[src/rtl/imem_arb_pkg.sv]
// Shared definitions for the instruction-memory port arbiter: size
// defaults, requester IDs, the response record and the address check.
package imem_arb_pkg;

    localparam int DEPTH_DEF      = 1024;
    localparam int AW_DEF         = 10;
    localparam int STARVE_MAX_DEF = 4;

    typedef enum logic {
        REQ_FETCH = 1'b0,
        REQ_LOAD  = 1'b1
    } req_id_e;

    // Everything the response stage must remember about a granted request.
    typedef struct packed {
        req_id_e owner;
        logic    err;
        logic    is_write;
    } rsp_rec_t;

    // A byte address is unusable if it is not word aligned or its word
    // index falls outside the memory.
    function automatic logic addr_bad(input logic [31:0] addr, input logic [31:0] depth);
        return (addr[1:0] != 2'b00) || ({2'b00, addr[31:2]} >= depth);
    endfunction

endpackage

[src/rtl/imem_arb_prio.sv]
// Loader-first priority with an anti-starvation counter for fetch.
// Grants are one-hot or zero and are held at zero while rst is high.
module imem_arb_prio #(
    parameter int STARVE_MAX = 4
) (
    input  logic clk,
    input  logic rst,
    input  logic f_valid,
    input  logic l_valid,
    output logic grant_f,
    output logic grant_l
);

    localparam int CW = $clog2(STARVE_MAX + 1);

    logic [CW-1:0] starve_cnt;
    logic          starved;

    assign starved = (starve_cnt == CW'(STARVE_MAX));

    // Pick the winner: loader unless fetch has waited STARVE_MAX loader grants.
    always_comb begin
        grant_f = 1'b0;
        grant_l = 1'b0;
        if (!rst) begin
            if (l_valid && !(f_valid && starved)) begin
                grant_l = 1'b1;
            end else if (f_valid) begin
                grant_f = 1'b1;
            end
        end
    end

    // Count loader wins while fetch is waiting; any fetch grant or idle fetch clears it.
    always_ff @(posedge clk or posedge rst) begin
        if (rst) begin
            starve_cnt <= '0;
        end else if (!f_valid || grant_f) begin
            starve_cnt <= '0;
        end else if (grant_l && !starved) begin
            starve_cnt <= starve_cnt + 1'b1;
        end
    end

endmodule

[src/rtl/imem_port_arbiter.sv]
// Shares the single-port instruction memory between fetch (read-only) and
// the boot/debug loader (read/write). One grant per cycle, read data one
// cycle after the grant, no response backpressure.
// Optional build macro IMEM_ARB_LOCK_EN adds a 'lock' input that turns
// loader writes into accepted-but-suppressed error responses.
module imem_port_arbiter
    import imem_arb_pkg::*;
#(
    parameter int DEPTH      = DEPTH_DEF,
    parameter int AW         = AW_DEF,
    parameter int STARVE_MAX = STARVE_MAX_DEF
) (
    input  logic          clk,
    input  logic          rst,
`ifdef IMEM_ARB_LOCK_EN
    input  logic          lock,
`endif
    input  logic          f_valid,
    output logic          f_ready,
    input  logic [31:0]   f_addr,
    output logic          f_rvalid,
    output logic [31:0]   f_rdata,
    output logic          f_err,
    input  logic          l_valid,
    output logic          l_ready,
    input  logic          l_we,
    input  logic [31:0]   l_addr,
    input  logic [31:0]   l_wdata,
    output logic          l_rvalid,
    output logic [31:0]   l_rdata,
    output logic          l_err,
    output logic          mem_en,
    output logic          mem_we,
    output logic [AW-1:0] mem_addr,
    output logic [31:0]   mem_wdata,
    input  logic [31:0]   mem_rdata
);

    // Handshake: a request transfers when valid & ready are both high in the
    // same cycle; ready depends only on valid and the arbitration state, and
    // requesters hold their fields stable until ready. Responses cannot stall.

    logic        grant_f;
    logic        grant_l;
    logic        any_grant;
    logic        is_write;
    logic        lock_hit;
    logic        req_err;
    logic [31:0] sel_addr;
    logic [31:0] rsp_data;
    rsp_rec_t    rsp_d;
    rsp_rec_t    rsp_q;
    logic        rsp_vld_q;

    imem_arb_prio #(
        .STARVE_MAX (STARVE_MAX)
    ) u_prio (
        .clk     (clk),
        .rst     (rst),
        .f_valid (f_valid),
        .l_valid (l_valid),
        .grant_f (grant_f),
        .grant_l (grant_l)
    );

    assign any_grant = grant_f | grant_l;
    assign is_write  = grant_l & l_we;
    assign sel_addr  = grant_l ? l_addr : (grant_f ? f_addr : 32'h0);

`ifdef IMEM_ARB_LOCK_EN
    assign lock_hit = is_write & lock;
`else
    assign lock_hit = 1'b0;
`endif

    // Faulty requests are still accepted; they just never reach the memory.
    assign req_err   = any_grant & (addr_bad(sel_addr, 32'(DEPTH)) | lock_hit);

    assign f_ready   = grant_f;
    assign l_ready   = grant_l;
    assign mem_en    = any_grant & ~req_err;
    assign mem_we    = mem_en & is_write;
    assign mem_addr  = sel_addr[AW+1:2];
    assign mem_wdata = is_write ? l_wdata : 32'h0;

    // Describe the granted request for the response stage.
    always_comb begin
        rsp_d          = '0;
        rsp_d.owner    = grant_l ? REQ_LOAD : REQ_FETCH;
        rsp_d.err      = req_err;
        rsp_d.is_write = is_write;
    end

    // One-deep response register; reset drops any in-flight response.
    always_ff @(posedge clk or posedge rst) begin
        if (rst) begin
            rsp_vld_q <= 1'b0;
            rsp_q     <= '0;
        end else begin
            rsp_vld_q <= any_grant;
            rsp_q     <= rsp_d;
        end
    end

    // Route the memory data to the owner; errors and writes return zero.
    assign rsp_data = (rsp_vld_q && !rsp_q.err && !rsp_q.is_write) ? mem_rdata : 32'h0;
    assign f_rvalid = rsp_vld_q && (rsp_q.owner == REQ_FETCH);
    assign l_rvalid = rsp_vld_q && (rsp_q.owner == REQ_LOAD);
    assign f_rdata  = f_rvalid ? rsp_data : 32'h0;
    assign l_rdata  = l_rvalid ? rsp_data : 32'h0;
    assign f_err    = f_rvalid & rsp_q.err;
    assign l_err    = l_rvalid & rsp_q.err;

endmodule
[config.mk]
export PLATFORM = sky130hd
export DESIGN_NAME = imem_port_arbiter
export DESIGN_NICKNAME = d
export VERILOG_FILES = /design/src/rtl/imem_arb_pkg.sv /design/src/rtl/imem_arb_prio.sv /design/src/rtl/imem_port_arbiter.sv
export SDC_FILE = /design/constraint.sdc
export NUM_CORES = 1
export LEC_CHECK = 0
export BUFFER_PORTS_ARGS = -buffer_cell sky130_fd_sc_hd__buf_2
export CORE_AREA = 5 5 93 95
export CTS_CLUSTER_SIZE = 40
export DETAILED_ROUTE_END_ITERATION = 8
export DIE_AREA = 0 0 98 100
export SLEW_MARGIN = 25
export SYNTH_ARGS = -nofsm -noshare
export SYNTH_HDL_FRONTEND = slang
export SYNTH_HIERARCHICAL = 1
export SYNTH_SLANG_ARGS = --single-unit
[constraint.sdc]
create_clock -name clk -period 2.2 [get_ports clk]
set_clock_uncertainty 0.15 [all_clocks]
set_input_delay 0.11 -clock clk [delete_from_list [all_inputs] [get_ports clk]]
set_output_delay 0.11 -clock clk [all_outputs]
set_load 0.01 [all_outputs]
==> results of run 1 <==
==> cell families (layout without fill, tap and decap cells) <==
logic type	after synthesis	in the layout	synth area share, %
AND/OR/NAND/NOR	135	135	67.57
AO/OA/AOI/OAI	17	17	10.55
adder cells (fa/ha/maj)	2	2	1.936
flip-flops	7	7	13.55
buffers and inverters	20	266	6.388
==> metrics by stage <==
step / hold slack (ps) / area, µm² / power, mW
final: 27.02 / 2780 / 0.6736
after global routing: 15.26 / 2780 / 0.7305
after CTS: 21.85 / 2730 / 0.6757
after detailed placement: -109.8 / 2633 / 0.4840
after global placement: -115.9 / 2633 / 0.4786
after floorplan: -273.9 / 1292 / 0.2770
==> critical path, cell delays in order, from the launching register on <==
cell	delay, ps
dfrtp_1	400
inv_2	80
ha_4	140
nand3_1	70
and3_4	200
buf_12	150
nor2b_4	140
buf_6	130
a22o_1	140
buf_2	130
==> flip-flops by register name, summed over array words and instances (netlist names) <==
register,cells
rsp_vld_q,1
rsp_q,3
u_prio/starve_cnt,3
==> area by class of cell <==
cell class	count	area [µm²]	area share, %
clock buffer	3	41.29	1.485
clock inverter	1	5.005	0.1800
inverter	5	18.77	0.6751
multi-input combinational	154	1067	38.39
sequential	7	175.2	6.301
tap	102	127.6	4.590
timing repair buffer	257	1345	48.38
==> layer usage <==
metal	track usage (%)	vias to the layer above
met5	0	-
met4	4.366	0
met3	4.934	12
met2	25.76	156
met1	12.83	952
li1	-	1121
==> power by group <==
part / total, mW / switching (mW) / internal (mW)
clock: 0.179 / 0.0564 / 0.123
sequential: 0.141 / 0.00619 / 0.135
combinational: 0.353 / 0.163 / 0.191
==> final timing paths <==
path	depth (start not counted)	startpoint	slack, ps	endpoint
min in group asynchronous	3	rst	190	rsp_q[1]
max in group asynchronous	3	rst	1430	u_prio/starve_cnt[1]
max	9	u_prio/starve_cnt[1]	120	mem_addr[3]
min	2	f_valid	30	u_prio/starve_cnt[2]
min reg2reg	2	u_prio/starve_cnt[2]	440	u_prio/starve_cnt[2]
max reg2reg	10	u_prio/starve_cnt[1]	390	rsp_q[1]
==> repair_timing <==
action,4_1_cts,5_1_grt
pin swaps,3,0
cloned,0,1
gates resized for setup,9,9
hold endpoints to repair,7,0
endpoints found under the setup margin,37,34
hold buffers,2,0
setup buffers,0,2
==> cells in the final DEF (no fill, tap or decap) <==
| cell type | count |
|---|---|
| or4_4 | 1 |
| inv_1 | 3 |
| buf_2 | 245 |
| and3_1 | 34 |
| buf_12 | 1 |
| dfrtp_1 | 7 |
| buf_4 | 6 |
| a21oi_1 | 1 |
| ha_4 | 1 |
| clkinv_2 | 1 |
| a32o_2 | 1 |
| nor2b_4 | 2 |
| nand4_1 | 3 |
| a22o_1 | 9 |
| buf_6 | 3 |
| nor3_1 | 1 |
| nand4b_1 | 1 |
| clkbuf_8 | 3 |
| or2_2 | 1 |
| and3_4 | 1 |
| nand3_1 | 1 |
| and4_1 | 1 |
| o21ai_1 | 1 |
| nor2_2 | 1 |
| and2_1 | 67 |
| dlygate4sd3_1 | 2 |
| nand2_1 | 8 |
| nor3b_4 | 1 |
| a21boi_0 | 2 |
| a21boi_1 | 1 |
| nor4_1 | 8 |
| ha_1 | 1 |
| o2bb2ai_1 | 1 |
| o21ai_0 | 1 |
| inv_2 | 2 |
| nor4_2 | 1 |
| nor3b_2 | 2 |
| nor3_4 | 1 |
==> impl_metrics.py, run 1 <==
metrics = {
    "status": {
        "status": "complete, no violations",
    },
    "synthesis": {
        "yosysMostFrequentCell": "and2_1",
        "ys_top_cells_by_area": "and2_1, and3_1, dfrtp_1, a22o_1, nor4_1",
        "async_flop_share_pct": 100.0,
        "syn_nets": 316,
        "avgSynthCellArea_um2": 7.141,
        "synth.top_cell.area_share_pct": 32.43,
        "ys_types": 32,
        "ys_top_cells_by_count": "and2_1, and3_1, a22o_1, clkbuf_1, nor4_1",
        "synthCells": 181,
        "synth_edf_count": 0,
        "yosysTopAreaCell": "and2_1",
        "synth_ff_type": "dfrtp_1",
        "synth_warnings": 6,
        "yosysSeqAreaShare_pct": 13.55,
        "syn_area_um2": 1292,
        "ys_ff_latch": 7,
    },
    "sta": {
        "hold_viol_final": 0,
        "max_freq_ghz": 0.4817,
        "setup-violations-final": 0,
        "fin_tns_setup_ps": 0,
        "fin_crit_sh_pct": 94.37,
        "fin_crit_ps": 2076,
        "relSlewSlack_pct": 73.84,
        "tightest_slew_ps": 392.4,
        "fin_ws_ps": 123.8,
        "maxSlewViolCount": 0,
        "rsz0062_at_grt": "no",
    },
    "global_route": {
        "gr-total-overflow": 0,
        "grt_max_degree": 34,
        "grt_pass1_vias": 2324,
        "grt_antenna_before_repair": 0,
        "grt_pass1_wl_um": 10870,
        "grtUsageTotal_pct": 13.25,
    },
    "routing": {
        "vias": 2241,
        "wirelength_um": 7332,
        "dr_wl_met3_um": 949,
        "wl_met1_um": 2528,
        "wire_per_inst_um": 13.86,
        "drt_iter0_drc": 20,
        "viasPerCell": 4.236,
        "top_layer": "met4",
        "drc_errors": 0,
        "postRouteAntennaNets": 0,
        "wl_met2_um": 3695,
        "drtPass1Iterations": 4,
    },
    "die": {
        "initial_utilization_pct": 16.90,
        "die_x_um": 98,
        "dieHeight_um": 100,
        "io_pins": 247,
        "rows": 32,
        "core_um2": 7647,
        "dieArea_um2": 9800,
    },
    "finish": {
        "area_delta_synth_final_pct": 115.1,
        "nNetsFinal": 563,
        "drive_above_1_share_pct": 64.17,
        "insertedDiodeCount": 0,
        "fin_util_pct": 36.35,
        "finalNonFillerCells": 529,
        "n_fill_cell": 838,
    },
    "placed_design": {
        "dp_cells": 520,
        "hpwl_um": 6579,
        "io_buffer_count": 246,
        "gp_congestion": 0.8511,
        "dpl_worst_slack_ps": 120.8,
    },
    "critical_path": {
        "cp-end-kind": "output port",
        "cp.arrival_ps": 1820,
        "cp.required_ps": 1940,
        "criticalPathCategory": "reg2out",
        "cp_max_fo": 23,
        "critPathLaunchType": "flip-flop",
    },
    "clock_tree": {
        "cts_sinks": 7,
        "clkTransAtPathRegs_ps": 40,
        "cts_root_buffer": "clkbuf_8",
        "cts_tree": "yes",
        "h-tree-depth": 1,
        "cts_buffers": 3,
        "clkLatencyLatePin_ps": 230,
        "clock_path_buffers": 2,
    },
    "worst_hold_path": {
        "min_path_type": "in2reg",
    },
    "run": {
        "drv_cap": 0,
    },
    "power": {
        "leakagePower_nw": 1.848,
        "power-per-cell-area_nw_per_um2": 242.3,
        "vdd_drop_max_v": 0.0001085,
    },
}
No activity file was read; power rests on OpenSTA's default activity.
==> run 2, diff against run 1 <==
Settings changed: BUFFER_PORTS_ARGS -buffer_cell sky130_fd_sc_hd__buf_2 to -buffer_cell sky130_fd_sc_hd__clkbuf_2, CTS_CLUSTER_SIZE 40 to unset.
==> impl_metrics.py, run 2 (synthesis gave the netlist of run 1 again) <==
metrics = {
    "clock_tree": {
        "cts_root_buffer": "clkbuf_8",
        "cts_buffers": 3,
        "cts_sinks": 7,
        "cts_tree": "yes",
        "clkTransAtPathRegs_ps": 40,
        "h-tree-depth": 1,
        "clkLatencyLatePin_ps": 230,
        "clock_path_buffers": 2,
    },
    "sta": {
        "hold_viol_final": 0,
        "whs_ps": 22.69,
        "setup-violations-final": 0,
        "tightest_slew_ps": 460.2,
        "fin_tns_setup_ps": 0,
        "maxSlewViolCount": 0,
        "relSlewSlack_pct": 69.32,
        "fin_crit_ps": 2119,
        "rsz0062_at_grt": "no",
        "max_freq_ghz": 0.4720,
        "fin_crit_sh_pct": 96.30,
    },
    "global_route": {
        "gr-total-overflow": 0,
        "grtUsageTotal_pct": 13.79,
        "grt_antenna_before_repair": 0,
        "grt_pass1_vias": 2304,
        "grt_pass1_wl_um": 11180,
        "grt_max_degree": 34,
    },
    "finish": {
        "drive_above_1_share_pct": 64.25,
        "design_area_um2": 2781,
        "area_delta_synth_final_pct": 115.2,
        "n_fill_cell": 841,
        "insertedDiodeCount": 0,
        "largestRegisters": "rsp_q (3), u_prio/starve_cnt (3), rsp_vld_q (1)",
        "nNetsFinal": 564,
        "final_cell_mix": "clkbuf_2, and2_1, and3_1",
        "layout_commonest_cell": "clkbuf_2",
    },
    "power": {
        "total_power_mw": 0.6824,
        "power-per-cell-area_nw_per_um2": 245.3,
        "clockPowerShare_pct": 27.0,
        "internal_power_mw": 0.4482,
        "p_switching_mw": 0.2342,
        "power.share.switching_pct": 34.32,
        "vdd_drop_max_v": 0.0001257,
        "comb_power_share_pct": 52.3,
        "leakagePower_nw": 1.791,
        "seqPwrFrac_pct": 20.7,
    },
    "die": {
        "initial_utilization_pct": 16.90,
        "core_um2": 7647,
        "io_pins": 247,
        "dieArea_um2": 9800,
        "rows": 32,
        "dieHeight_um": 100,
        "die_x_um": 98,
    },
    "worst_hold_path": {
        "hold_start": "f_valid",
        "hold_depth": 2,
        "min_path_type": "in2reg",
    },
    "critical_path": {
        "max_stage_delay_ps": 370,
        "cp_top_family": "buffers and inverters",
        "cp_max_fo": 24,
        "criticalPathCategory": "reg2out",
        "r2r_cells": 10,
        "path_buf_inv": 4,
        "cp.required_ps": 1940,
        "critPathLaunchType": "flip-flop",
        "cp.arrival_ps": 1860,
        "cpMaxStageDelayCell": "dfrtp_1",
        "crit_chain": "inv_2 > ha_4 > nand3_1 > and3_4 > buf_6 > nor2b_4 > buf_4 > a22o_1 > clkbuf_2",
        "crit_path_start": "u_prio/starve_cnt[0]",
        "cp-end-kind": "output port",
        "r2r_start": "u_prio/starve_cnt[1]",
        "path_depth": 9,
    },
    "routing": {
        "wire_per_inst_um": 14.09,
        "postRouteAntennaNets": 0,
        "wirelength_um": 7466,
        "drc_errors": 0,
        "viasPerCell": 4.328,
        "drtPass1Iterations": 2,
        "vias": 2294,
        "drt_iter0_drc": 20,
    },
    "run": {
        "drv_cap": 0,
    },
    "placed_design": {
        "io_buffer_count": 246,
        "hpwl_um": 6690,
        "post_dp_cell_area_um2": 2633,
        "gp_congestion": 0.8486,
    },
    "status": {
        "status": "complete, no violations",
    },
}
[run 2: cell types whose count changed in the layout (fill, tap and decap cells not counted)]
cell,change
buf_12,-1
buf_2,-244
buf_4,+2
buf_6,-2
buf_8,+1
clkbuf_2,+245
nor4_2,-1
nor4_4,+1
[run 2: power groups by stage]
stage	sequential [mW]	combinational (mW)	clock (mW)
2_1_floorplan	0.142	0.135	0
3_3_place_gp	0.143	0.338	0
3_5_place_dp	0.143	0.344	0
4_1_cts	0.141	0.356	0.187
5_1_grt	0.142	0.394	0.194
6_report	0.141	0.357	0.184
[run 2: layout make-up]
| type | count | area (µm²) | area share, % |
|---|---|---|---|
| tap | 102 | 127.6 | 4.588 |
| sequential | 7 | 175.2 | 6.298 |
| clock inverter | 1 | 5.005 | 0.1799 |
| timing repair buffer | 258 | 1338 | 48.09 |
| clock buffer | 3 | 41.29 | 1.484 |
| multi-input combinational | 154 | 1076 | 38.69 |
| inverter | 5 | 18.77 | 0.6748 |
[run 2: per-layer routing]
| layer | track usage (%) | share of wire (%) | vias to the layer above |
|---|---|---|---|
| li1 | - | - | 1118 |
| met1 | 13.66 | 33 | 1018 |
| met2 | 26.65 | 53 | 153 |
| met3 | 5.212 | 13 | 5 |
| met4 | 3.940 | 0.98 | 0 |
| met5 | 0 | 0 | - |
[run 2: metrics by stage]
step / worst slack, ps / utilization, % / std cells
2_1_floorplan: 208.8 / - / 181
3_3_place_gp: 138.8 / 34.42 / 520
3_5_place_dp: 68.40 / 34.42 / 520
4_1_cts: 30.19 / 35.96 / 529
5_1_grt: 20.28 / 36.37 / 530
6_report: 81.36 / 36.37 / 530
[run 2: final timing paths]
kind | to | slack, ps
min in group asynchronous | rsp_vld_q | 190
worst max register to register | rsp_q[1] | 350
max in group asynchronous | u_prio/starve_cnt[1] | 1420
worst max-delay path | mem_addr[1] | 80
worst min-delay path | u_prio/starve_cnt[0] | 20
worst min register to register | u_prio/starve_cnt[0] | 460
[run 2: worst register-to-register path, cell delays in order (launching register included)]
cell and delay [ps]:
dfrtp_1 390, inv_2 80, ha_4 150, nand3_1 80, and3_4 210, buf_6 170, nor2b_4 130, buf_4 150
buf_4 100, inv_1 30, o2bb2ai_1 130
[run 2: what timing repair did]
action                                 in CTS  in global routing
hold buffers                                2                  0
pin swaps                                   3                  0
setup endpoints to repair                  27                 11
cloned                                      0                  1
endpoints found under the hold margin       7                  0
setup buffers                               3                  0
gates resized for setup                     8                  8
==> run 3, diff against run 2 <==
Clock period 2.2 ns to 2.5 ns, I/O delays scaled along.
==> impl_metrics.py, run 3 (synthesis gave the netlist of run 1 again) <==
metrics = {
    "status": {
        "status": "complete, no violations",
    },
    "power": {
        "comb_power_share_pct": 51.2,
        "total_power_mw": 0.5845,
        "power.share.switching_pct": 33.69,
        "seqPwrFrac_pct": 21.3,
        "p_switching_mw": 0.1969,
        "internal_power_mw": 0.3876,
        "power-per-cell-area_nw_per_um2": 217.0,
        "leakagePower_nw": 1.755,
        "clockPowerShare_pct": 27.6,
        "vdd_drop_max_v": 0.00009751,
    },
    "die": {
        "rows": 32,
        "initial_utilization_pct": 16.90,
        "dieArea_um2": 9800,
        "io_pins": 247,
        "die_x_um": 98,
        "dieHeight_um": 100,
        "core_um2": 7647,
    },
    "sta": {
        "relSlewSlack_pct": 70.75,
        "max_freq_ghz": 0.4275,
        "rsz0062_at_grt": "no",
        "hold_viol_final": 0,
        "fin_ws_ps": 160.7,
        "fin_crit_sh_pct": 93.57,
        "fin_crit_ps": 2339,
        "setup-violations-final": 0,
        "maxSlewViolCount": 0,
        "tightest_slew_ps": 438.7,
        "whs_ps": 45.70,
        "fin_tns_setup_ps": 0,
    },
    "critical_path": {
        "cp.arrival_ps": 2060,
        "cp-end-kind": "output port",
        "critPathLaunchType": "flip-flop",
        "criticalPathCategory": "reg2out",
        "cp_max_fo": 50,
        "cp.required_ps": 2230,
    },
    "placed_design": {
        "dp_cells": 519,
        "hpwl_um": 6704,
        "dpl_worst_slack_ps": 320.7,
        "post_dp_cell_area_um2": 2625,
        "io_buffer_count": 246,
        "gp_congestion": 0.8461,
    },
    "finish": {
        "area_delta_synth_final_pct": 108.4,
        "drive_above_1_share_pct": 62.17,
        "n_fill_cell": 824,
        "fin_util_pct": 35.23,
        "final_cell_mix": "clkbuf_2, and2_1, and3_1",
        "nNetsFinal": 559,
        "layout_commonest_cell": "clkbuf_2",
        "design_area_um2": 2694,
        "seq_area_um2": 175.2,
        "insertedDiodeCount": 0,
        "largestRegisters": "rsp_q (3), u_prio/starve_cnt (3), rsp_vld_q (1)",
        "finalNonFillerCells": 525,
        "multi_input_area_um2": 1035,
    },
    "global_route": {
        "grt_pass1_wl_um": 11520,
        "gr-total-overflow": 0,
        "grt_max_degree": 51,
        "grt_antenna_before_repair": 0,
        "grtUsageTotal_pct": 13.99,
        "grt_pass1_vias": 2390,
    },
    "clock_tree": {
        "h-tree-depth": 1,
        "cts_sinks": 7,
        "clkTransAtPathRegs_ps": 50,
        "post_cts_buffers": 0,
        "cts_tree": "yes",
        "cts_root_buffer": "clkbuf_8",
        "cts_buffers": 3,
        "clock_path_buffers": 2,
        "clkLatencyLatePin_ps": 230,
    },
    "routing": {
        "drc_errors": 0,
        "wire_per_inst_um": 13.94,
        "drtPass1Iterations": 4,
        "postRouteAntennaNets": 0,
        "drt_iter0_drc": 23,
        "viasPerCell": 4.202,
        "vias": 2206,
        "wirelength_um": 7320,
    },
    "worst_hold_path": {
        "min_path_type": "in2reg",
    },
    "run": {
        "drv_cap": 0,
    },
}
==> run 3: cell type report <==
cell class | count | area share [%]
Inverter | 5 | 0.6967
Tap cell | 102 | 4.738
Timing Repair Buffer | 253 | 47.98
Clock buffer | 4 | 1.672
Sequential cell | 7 | 6.503
Multi-Input combinational cell | 154 | 38.41
==> run 3: metal layers <==
metal | GRT usage (%) | part of all wire, % | vias to the layer above
met3 | 3.614 | 11 | 4
li1 | - | - | 1111
met2 | 27.96 | 53 | 148
met5 | 0 | 0 | -
met1 | 14.62 | 35 | 943
met4 | 2.769 | 1.1 | 0
==> run 3: power groups by stage <==
| stage | clock network [mW] | registers (mW) | logic (mW) |
|---|---|---|---|
| finish | 0.161 | 0.124 | 0.299 |
| global route | 0.174 | 0.125 | 0.334 |
| CTS | 0.168 | 0.124 | 0.305 |
| detailed placement | 0 | 0.126 | 0.302 |
| global placement | 0 | 0.126 | 0.296 |
| floorplan | 0 | 0.125 | 0.119 |
==> run 3: critical path, cell delays in order, from the launching register on <==
cell and delay [ps]:
dfrtp_1 370, inv_1 70, ha_1 230, nand3_1 90, and3_2 210, buf_6 270, nor2b_1 80, buf_4 170
a22o_1 190, clkbuf_2 130
==> run 3: timing repair <==
action	4_1_cts	5_1_grt
endpoints found under the hold margin	7	0
setup endpoints to repair	0	9
hold buffers	2	0
gates resized for setup	0	1
==> run 3: worst paths after layout <==
| kind | from | to | slack [ps] | cells after the start |
|---|---|---|---|---|
| setup reg to reg | u_prio/starve_cnt[0] | rsp_q[1] | 560 | 9 |
| min in group asynchronous | rst | rsp_q[1] | 220 | 3 |
| max in group asynchronous | rst | u_prio/starve_cnt[2] | 1720 | 3 |
| setup / recovery | u_prio/starve_cnt[0] | mem_addr[1] | 160 | 9 |
| hold / removal | f_valid | u_prio/starve_cnt[2] | 50 | 2 |
| hold reg to reg | u_prio/starve_cnt[1] | u_prio/starve_cnt[1] | 430 | 2 |
